**config.mk**
```make
export PLATFORM = sky130hd
export DESIGN_NAME = pdm_speaker
export DESIGN_NICKNAME = d
export VERILOG_FILES = /design/src/rtl/pdm_speaker.sv
export SDC_FILE = /design/constraint.sdc
export NUM_CORES = 1
export LEC_CHECK = 0
export CAP_MARGIN = 20
export CORE_MARGIN = 4
export CORE_UTILIZATION = 58
export DETAILED_ROUTE_END_ITERATION = 7
export PLACE_DENSITY = 0.8
export SKIP_LAST_GASP = 1
export SLEW_MARGIN = 40
export SYNTH_ARGS = -nofsm -noshare
export SYNTH_HDL_FRONTEND = slang
export SYNTH_SLANG_ARGS = --single-unit
```
**constraint.sdc**
```tcl
create_clock -name clk -period 5.8 [get_ports clk]
set_input_delay 0.58 -clock clk [delete_from_list [all_inputs] [get_ports clk]]
set_output_delay 0.58 -clock clk [all_outputs]
set_load 0.01 [all_outputs]
```
**src/rtl/pdm_speaker.sv**
```systemverilog
// Wishbone PCM-to-PDM transmitter: a sample FIFO feeds a first-order sigma-delta
// modulator that drives a 1-bit PDM stream and bit clock to an external amplifier.
module pdm_speaker #(
  parameter int WB_HZ      = 48_000_000,
  parameter int PDM_HZ     = 3_000_000,
  parameter int AUDIO_BITS = 16,
  parameter int OSR        = 64,
  parameter int FIFO_DEPTH = 8
) (
  input  logic        clk,
  input  logic        rst,
  input  logic        i_wb_stb,
  input  logic        i_wb_we,
  input  logic [1:0]  i_wb_adr,
  input  logic [31:0] i_wb_dat_i,
  output logic [31:0] o_wb_dat_o,
  output logic        o_wb_ack,
  output logic        o_pdm_clk,
  output logic        o_pdm_data,
  output logic        o_irq
);

  localparam int TICKS = WB_HZ / PDM_HZ / 2;
  localparam int CW    = (TICKS > 1) ? $clog2(TICKS) : 1;
  localparam int AW    = $clog2(FIFO_DEPTH);
  localparam int LW    = AW + 1;
  localparam int OBW   = (OSR > 1) ? $clog2(OSR) : 1;

  localparam logic [1:0] ADR_DATA   = 2'd0;
  localparam logic [1:0] ADR_STATUS = 2'd1;
  localparam logic [1:0] ADR_CTRL   = 2'd2;

  logic                  r_ack;
  logic [31:0]           r_dat_o;
  logic                  r_en;
  logic [7:0]            r_thresh;
  logic                  r_ovf;
  logic                  r_unf;
  logic                  r_irq;
  logic [AUDIO_BITS-1:0] r_mem [FIFO_DEPTH];
  logic [LW-1:0]         r_head;
  logic [LW-1:0]         r_tail;
  logic [CW-1:0]         r_cnt;
  logic                  r_pdm_clk;
  logic                  r_pdm_data;
  logic [AUDIO_BITS:0]   r_acc;
  logic [OBW-1:0]        r_bitcnt;
  logic [AUDIO_BITS-1:0] r_sample;

  logic                  w_req, w_wr;
  logic                  w_data_wr, w_status_wr, w_ctrl_wr;
  logic [LW-1:0]         w_level;
  logic [7:0]            w_level8;
  logic                  w_empty, w_full;
  logic                  w_push, w_ovf_set;
  logic                  w_en_nxt, w_run, w_tick, w_step, w_fetch;
  logic                  w_pop, w_unf_set;
  logic [AUDIO_BITS-1:0] w_cur;
  logic [AUDIO_BITS-1:0] w_u;
  logic [AUDIO_BITS:0]   w_sum;
  logic [31:0]           w_rdata;
  logic                  w_unused;

  assign w_req       = i_wb_stb & ~r_ack;
  assign w_wr        = w_req & i_wb_we;
  assign w_data_wr   = w_wr & (i_wb_adr == ADR_DATA);
  assign w_status_wr = w_wr & (i_wb_adr == ADR_STATUS);
  assign w_ctrl_wr   = w_wr & (i_wb_adr == ADR_CTRL);

  assign w_level   = r_tail - r_head;
  assign w_level8  = 8'(w_level);
  assign w_empty   = (w_level == {LW{1'b0}});
  assign w_full    = (w_level == LW'(FIFO_DEPTH));
  assign w_push    = w_data_wr & ~w_full;
  assign w_ovf_set = w_data_wr & w_full;

  // Disabling takes effect in the same cycle as the CTRL write, not one later.
  assign w_en_nxt  = w_ctrl_wr ? i_wb_dat_i[0] : r_en;
  assign w_run     = r_en & w_en_nxt;
  assign w_tick    = w_run & (r_cnt == CW'(TICKS - 1));
  assign w_step    = w_tick & r_pdm_clk;
  assign w_fetch   = w_step & (r_bitcnt == {OBW{1'b0}});
  assign w_pop     = w_fetch & ~w_empty;
  assign w_unf_set = w_fetch & w_empty;

  assign w_u   = {~w_cur[AUDIO_BITS-1], w_cur[AUDIO_BITS-2:0]};
  assign w_sum = {1'b0, r_acc[AUDIO_BITS-1:0]} + {1'b0, w_u};

  assign w_unused = ^i_wb_dat_i;

  // Sample used by this modulator step: fresh FIFO head (or midscale) at OSR boundaries.
  always_comb begin
    w_cur = r_sample;
    if (r_bitcnt != {OBW{1'b0}}) begin
      w_cur = r_sample;
    end else if (w_empty) begin
      w_cur = {AUDIO_BITS{1'b0}};
    end else begin
      w_cur = r_mem[r_head[AW-1:0]];
    end
  end

  // Register read mux.
  always_comb begin
    w_rdata = 32'd0;
    case (i_wb_adr)
      ADR_STATUS: w_rdata = {16'd0, w_level8, 5'd0, r_unf, r_ovf, w_empty};
      ADR_CTRL:   w_rdata = {16'd0, r_thresh, 7'd0, r_en};
      default:    w_rdata = 32'd0;
    endcase
  end

  // Bus handshake, read data and CTRL register.
  always_ff @(posedge clk) begin
    if (rst) begin
      r_ack    <= 1'b0;
      r_dat_o  <= 32'd0;
      r_en     <= 1'b0;
      r_thresh <= 8'd0;
    end else begin
      r_ack    <= w_req;
      r_dat_o  <= (w_req & ~i_wb_we) ? w_rdata : 32'd0;
      r_en     <= w_en_nxt;
      r_thresh <= w_ctrl_wr ? i_wb_dat_i[15:8] : r_thresh;
    end
  end

  // Sticky flags (set beats W1C) and the level interrupt.
  always_ff @(posedge clk) begin
    if (rst) begin
      r_ovf <= 1'b0;
      r_unf <= 1'b0;
      r_irq <= 1'b0;
    end else begin
      if (w_ovf_set)                          r_ovf <= 1'b1;
      else if (w_status_wr & i_wb_dat_i[1])   r_ovf <= 1'b0;
      else                                    r_ovf <= r_ovf;
      if (w_unf_set)                          r_unf <= 1'b1;
      else if (w_status_wr & i_wb_dat_i[2])   r_unf <= 1'b0;
      else                                    r_unf <= r_unf;
      r_irq <= r_en & ((w_level8 <= r_thresh) | r_unf);
    end
  end

  // FIFO pointers; the extra wrap bit distinguishes full from empty.
  always_ff @(posedge clk) begin
    if (rst) begin
      r_head <= {LW{1'b0}};
      r_tail <= {LW{1'b0}};
    end else begin
      r_tail <= w_push ? r_tail + LW'(1) : r_tail;
      r_head <= w_pop  ? r_head + LW'(1) : r_head;
    end
  end

  // FIFO storage.
  always_ff @(posedge clk) begin
    if (w_push) begin
      r_mem[r_tail[AW-1:0]] <= i_wb_dat_i[AUDIO_BITS-1:0];
    end
  end

  // Clock divider and sigma-delta step on the falling PDM clock.
  always_ff @(posedge clk) begin
    if (rst || !w_run) begin
      r_cnt      <= {CW{1'b0}};
      r_pdm_clk  <= 1'b0;
      r_pdm_data <= 1'b0;
      r_acc      <= {(AUDIO_BITS+1){1'b0}};
      r_bitcnt   <= {OBW{1'b0}};
    end else if (w_tick) begin
      r_cnt     <= {CW{1'b0}};
      r_pdm_clk <= ~r_pdm_clk;
      if (r_pdm_clk) begin
        r_acc      <= w_sum;
        r_pdm_data <= w_sum[AUDIO_BITS];
        r_bitcnt   <= r_bitcnt + OBW'(1);
      end else begin
        r_acc      <= r_acc;
        r_pdm_data <= r_pdm_data;
        r_bitcnt   <= r_bitcnt;
      end
    end else begin
      r_cnt <= r_cnt + CW'(1);
    end
  end

  // Current PCM sample, survives EN=0 but not reset.
  always_ff @(posedge clk) begin
    if (rst) begin
      r_sample <= {AUDIO_BITS{1'b0}};
    end else if (w_step) begin
      r_sample <= w_cur;
    end else begin
      r_sample <= r_sample;
    end
  end

  assign o_wb_ack   = r_ack;
  assign o_wb_dat_o = r_dat_o;
  assign o_pdm_clk  = r_pdm_clk;
  assign o_pdm_data = r_pdm_data;
  assign o_irq      = r_irq;

endmodule

```
### Yosys cells after proc, flatten, opt, wreduce, memory -nomap -nowiden

Memory sizes are Yosys's and may differ from the RTL's. A register that Yosys moved wholly into a read port is not among the register bits.
Cells that the tools add are included.

| word-level totals | value |
|---|---|
| register bits after elaboration | 96 |
| latch bits | 0 |
| bits in writable memories | 128 |
| ROM bits | 0 |
| input bits | 38 |
| output and inout port bits | 36 |
| word-level logic and storage cells | 75 |
| memories kept | 1 |

| cells by class | value |
|---|---|
| $add $sub $neg | 6 |
| multiply operators | 0 |
| divide/modulo/power cells | 0 |
| $lt $le $gt $ge | 1 |
| equal/unequal tests | 4 |
| shifts and indexed selects | 0 |
| muxes and demuxes | 12 |
| bitwise operators | 25 |
| reductions and logical operators | 11 |

Memories:

| memory | words | bits a word | rd ports | clocked after memory_dff | wr ports | RTL line | RTL |
|---|---|---|---|---|---|---|---|
| r_mem | 8 | 16 | 1 | 1 | 1 | 40 | `logic [AUDIO_BITS-1:0] r_mem [FIFO_DEPTH];` |

Operators by type and width:

| cell | count |
|---|---|
| 16-bit two-way mux | 2 |
| 16-bit one-hot mux with 2 select lines | 1 |
| 16-bit by 16-bit adder with 17-bit output | 1 |
| 1-bit AND | 17 |
| 4-bit by 1-bit adder with 4-bit output (second input constant) | 2 |
| 4-bit by 8-bit <= comparator with 1-bit output | 1 |
| 1-bit two-way mux | 7 |
| 1-bit NOT | 7 |
| 6-bit by 1-bit adder with 6-bit output (second input constant) | 1 |
| 6-bit logical NOT | 1 |
| 3-bit two-way mux | 2 |
| 6-bit nonzero test | 1 |
| 4-bit == test (second input constant) | 1 |
| 4-bit logical NOT | 1 |
| 2-bit nonzero test | 2 |
| 2-bit OR reduction | 2 |
| 4-bit subtractor | 1 |
| 3-bit by 1-bit adder with 3-bit output (second input constant) | 1 |
| 3-bit == test (second input constant) | 1 |
| 2-bit by 1-bit == test with 1-bit output (second input constant) | 1 |
| 2-bit == test (second input constant) | 1 |
| 2-bit logical NOT | 1 |
| 2-bit AND reduction | 1 |
| 1-bit logical NOT | 1 |
| other kinds (2) | 2 |

### Longest topological paths before layout

| logic depth | value |
|---|---|
| depth after elaboration | 12 |
| depth in mapped cells | 18 |
| gate-level depth less buffers | 17 |

### Least setup slack after synthesis

Ideal clock, no wire load.

| timing | value |
|---|---|
| path type | register -> register |
| from | register r_tail[0] |
| to | memory r_mem[2][0] (enable) |
| arrival | 3.597 ns |
| data required time | 5.364 ns |
| setup slack | 1.767 ns |
| stages on the path, launching flop included | 10 |
| path buffers | 0 |
| path through | dfxtp_1 > inv_1 > ha_1 > inv_1 > fa_1 > xor2_2 > nor3_4 > or4b_4 > nand4_4 > nor4b_1 |

| between the ends | value |
|---|---|
| word-level cells in the longest chain between the ends | 6 |

RTL lines:

| what | RTL line | RTL |
|---|---|---|
| from (decl) | 42 | `logic [LW-1:0] r_tail;` |
| from (signal assigned) | 149 | `r_tail <= {LW{1'b0}};` |
| from (signal assigned) | 151 | `r_tail <= w_push ? r_tail + LW'(1) : r_tail;` |
| 4-bit subtractor | 70 | `assign w_level = r_tail - r_head;` |
| 4-bit == test | 73 | `assign w_full = (w_level == LW'(FIFO_DEPTH));` |
| 1-bit NOT | 74 | `assign w_push = w_data_wr & ~w_full;` |
| 1-bit AND | 74 |  |
| 1-bit two-way mux | 158 | `if (w_push) begin` |
| 1-bit two-way mux (not written as such) | 159 | `r_mem[r_tail[AW-1:0]] <= i_wb_dat_i[AUDIO_BITS-1:0];` |
| to (decl) | 40 |  |

Several ways; a longest one is shown, not always the timed one.

### Worst setup path in the final report

| timing | value |
|---|---|
| from | register r_tail[1] |
| to | register r_acc[12] |

| between the ends | value |
|---|---|
| word-level cells in the longest chain between the ends | 5 |

RTL lines:

| what | RTL line | RTL |
|---|---|---|
| 4-bit subtractor | 70 |  |
| 4-bit logical NOT | 72 | `assign w_empty = (w_level == {LW{1'b0}});` |
| 16-bit two-way mux | 96 | `end else if (w_empty) begin` |
| 16-bit two-way mux | 94 | `if (r_bitcnt != {OBW{1'b0}}) begin` |
| via w_cur[0] | 58 | `logic [AUDIO_BITS-1:0] w_cur;` |
| 16-bit by 16-bit adder with 17-bit output | 87 | `assign w_sum = {1'b0, r_acc[AUDIO_BITS-1:0]} + {1'b0, w_u};` |
| to (signal assigned) | 169 | `r_acc <= {(AUDIO_BITS+1){1'b0}};` |
| to (signal assigned) | 175 | `r_acc <= w_sum;` |
| to (signal assigned) | 179 | `r_acc <= r_acc;` |
| to (decl) | 46 | `logic [AUDIO_BITS:0] r_acc;` |

The timed path passes the listed nets, and every way through them passes these cells.
A chain may end at the register's enable or synchronous reset.

==> results.toml <==
[worst_setup_path]
path_max_fanout = 16
cp.arrival_ns = 4.89
crit_type = "reg -> reg"
reg2reg_from = "r_tail[1]$_SDFFE_PP0P_"
cp-startpoint = "r_tail[1]$_SDFFE_PP0P_"
setup.worst_path.start_class = "register"
end_kind = "register"
worst_ep_required_time_ns = 6.17

[floorplan]
ios = 74
fp.dieH_microns = 132.5
start_util = 0.5918
rows = 45
die_w_microns = 132.5
coreArea_sq_um = 15200
die_area_sq_um = 17570

[clocking]
cts_setup_buffers = 0
clkSinkCount = 206
cts.path.max_buffers = 3
cts_tree = "done"
ctsResizeCount = 0
htree_levels = 1
clk_pin_slew_ns = 0.06
cts-root-buf = "clkbuf_16"
cts_hold_buffers = 0
numCtsBuffers = 22
clk_latency_ns = 0.50

[route]
dr.pass1.iters = 5
drc = 0
routed_wl_microns = 18520
drt_iter0_markers = 386
wl_per_cell_microns = 19.65
via_count = 5720
ant_nets = 0
viasPerCell = 6.072

[synth]
synth-edff-count = 128
synth_flop_cell = "edfxtp_1"
ys_seq_area_frac = 0.6008
yosys_warnings = 0
synth_cell_types = 62
syn_area_sq_um = 8996
ys_seq_elements = 206
netlist_instances = 696
synth_area_per_cell_sq_um = 12.93
synthArstFlopShare = 0

[timing]
period_minus_slack_ns = 4.517
clock.fmax_mhz = 221.4
max_slew_margin = 0.4549
tns_ns = 0
hold_viol = 0
fin_ws_ns = 1.283
fin_skew_ns = 0.01041
rsz0062_at_grt = "false"
fin_crit_sh = 0.7788
maxSlewViolCount = 0
worst_pin_slew_ns = 0.8176
setup_viol = 0

[cells_and_area]
num-fill-cells = 1045
drive_gt1_frac = 0.1313
final_cells = 942
area_growth_pct = 14.23
antennaDiodeCount = 0
final_nets = 811

[placement]
dp_cells = 903
io_buffer_count = 36
dp_hpwl_microns = 12500
preCtsSetupSlack_ns = 1.355
place_congestion = 0.8614

[power]
p_leak_nw = 3.474
p_total_mw = 2.972
vdd_drop_max_mv = 0.2529
power_density_nw_per_um2 = 289.2

[min_path]
hp-class = "reg -> reg"
min-delay-start = "r_cnt[0]$_SDFF_PP0_"

[global_routing]
grt_max_degree = 33
grt_pass1_wl_microns = 29590
grt_pass1_vias = 5640
antenna_found_initial = 0
track_usage = 0.2101
overflow = 0

[run_status]
status = "finished clean"

[flow_run]
max_cap_violations = 0
[worst max-delay path, stage by stage (launching register included)]
cell,delay (ns)
dfxtp_1,0.70
ha_1,0.35
nor2b_1,0.14
o21a_1,0.22
or3_4,0.41
and2_4,0.20
a21o_2,0.28
o21ai_0,0.20
ha_1,0.23
inv_1,0.07
fa_1,0.38
nand2b_1,0.19
a21oi_1,0.19
o22ai_1,0.17
a21boi_0,0.39
xnor2_1,0.17
a21oi_1,0.08
[synthesized netlist by cell type, drive strengths merged (3+ instances only)]
cell    instances  area share
xor2            7      0.0076
a22oi           3      0.0025
nand2          86       0.036
nor2           33       0.014
edfxtp        128        0.43
nor4            4      0.0028
nor2b           7      0.0049
o21a            3      0.0025
and2            4      0.0031
ha             32       0.045
inv            20      0.0083
a211oi          6      0.0050
a21o            8      0.0068
o21ai          42       0.023
and3            8      0.0056
nor3b           4      0.0033
a21oi          42       0.024
clkbuf         18      0.0076
nor3           10      0.0081
xnor2          12       0.012
mux2i          22       0.024
nand4           9      0.0079
mux4           32       0.080
buf            30       0.023
dfxtp          78        0.17
nand2b          5      0.0035
nand3          11      0.0061
o211ai          4      0.0033
a31oi           4      0.0035
[worst paths after layout]
kind                                 end  slack (ns)  cells after the start
hold reg to reg      r_cnt[0]$_SDFF_PP0_        0.43                      1
setup / recovery  r_acc[12]$_SDFFE_PP0P_        1.28                     16
hold / removal       r_cnt[0]$_SDFF_PP0_        0.43                      1
setup reg to reg  r_acc[12]$_SDFFE_PP0P_        1.28                     16
[registers in the layout, indices dropped and copies added, names as in the netlist, named ones only]
name        cells
o_irq           1
o_pdm_clk       1
o_pdm_data      1
o_wb_ack        1
o_wb_dat_o     11
r_acc          16
r_bitcnt        6
r_cnt           3
r_en            1
r_head          4
r_mem         128
r_ovf           1
r_sample       16
r_tail          4
r_thresh        8
r_unf           1
[through the flow]
step / cell area [sq um] / util / hold WS [ns]
5_1_grt: 10280 / 0.6760 / 0.4698
6_report: 10280 / 0.6760 / 0.4343
4_1_cts: 10270 / 0.6756 / 0.4405
2_1_floorplan: 9071 / - / 0.4084
3_3_place_gp: 9504 / 0.6252 / 0.4168
3_5_place_dp: 9578 / 0.6300 / 0.4324
[metal layers]
metal  wire length, microns  part of all wire  track usage  vias to the layer above
met3                   1353             0.073      0.03270                       42
met5                      0                 0            0                        -
met4                    453             0.024      0.05543                        0
li1                       -                 -            -                     2628
met2                   9513              0.51       0.3687                      250
met1                   7195              0.39       0.2749                     2800
[where the power goes]
part	switching [mW]	internal [mW]
combinational	0.0493	0.0267
clock	0.547	0.789
sequential	0.00299	1.56
[cell usage in the layout, fill, tap and decap left out, drive strengths merged, types with 9 or more instances in the layout]
cell type / n
nand3: 11
clkdlybuf4s50: 36
xnor2: 12
nor2: 33
edfxtp: 128
o21ai: 42
nand4: 9
inv: 20
conb: 21
nand2: 86
mux2i: 22
dfxtp: 78
clkbuf: 27
buf: 11
nor3: 10
mux4: 32
ha: 32
a21oi: 42
[layout make-up]
| type | count | area [sq um] | share of cell area |
|---|---|---|---|
| Clock buffer | 27 | 569.3 | 0.05540 |
| Sequential cell | 206 | 5413 | 0.5267 |
| Inverter | 20 | 75.07 | 0.007305 |
| Timing Repair Buffer | 47 | 476.7 | 0.04639 |
| Tap cell | 188 | 235.2 | 0.02289 |
| Clock inverter | 12 | 122.6 | 0.01193 |
| Multi-Input combinational cell | 442 | 3385 | 0.3294 |
[cells by family after synthesis]
| logic type | Yosys count | share of synthesized area |
|---|---|---|
| DFF | 206 | 0.6008 |
| and+or+nand+nor | 189 | 0.1032 |
| AOI/OAI and AO/OA | 123 | 0.08095 |
| buffers and inverters | 68 | 0.03880 |
| muxes | 56 | 0.1075 |
| adders and majority gates | 34 | 0.04896 |
| xor gates and xnor gates | 19 | 0.01933 |
| other | 1 | 0.0004168 |
Power figures use the tool's default switching activity.
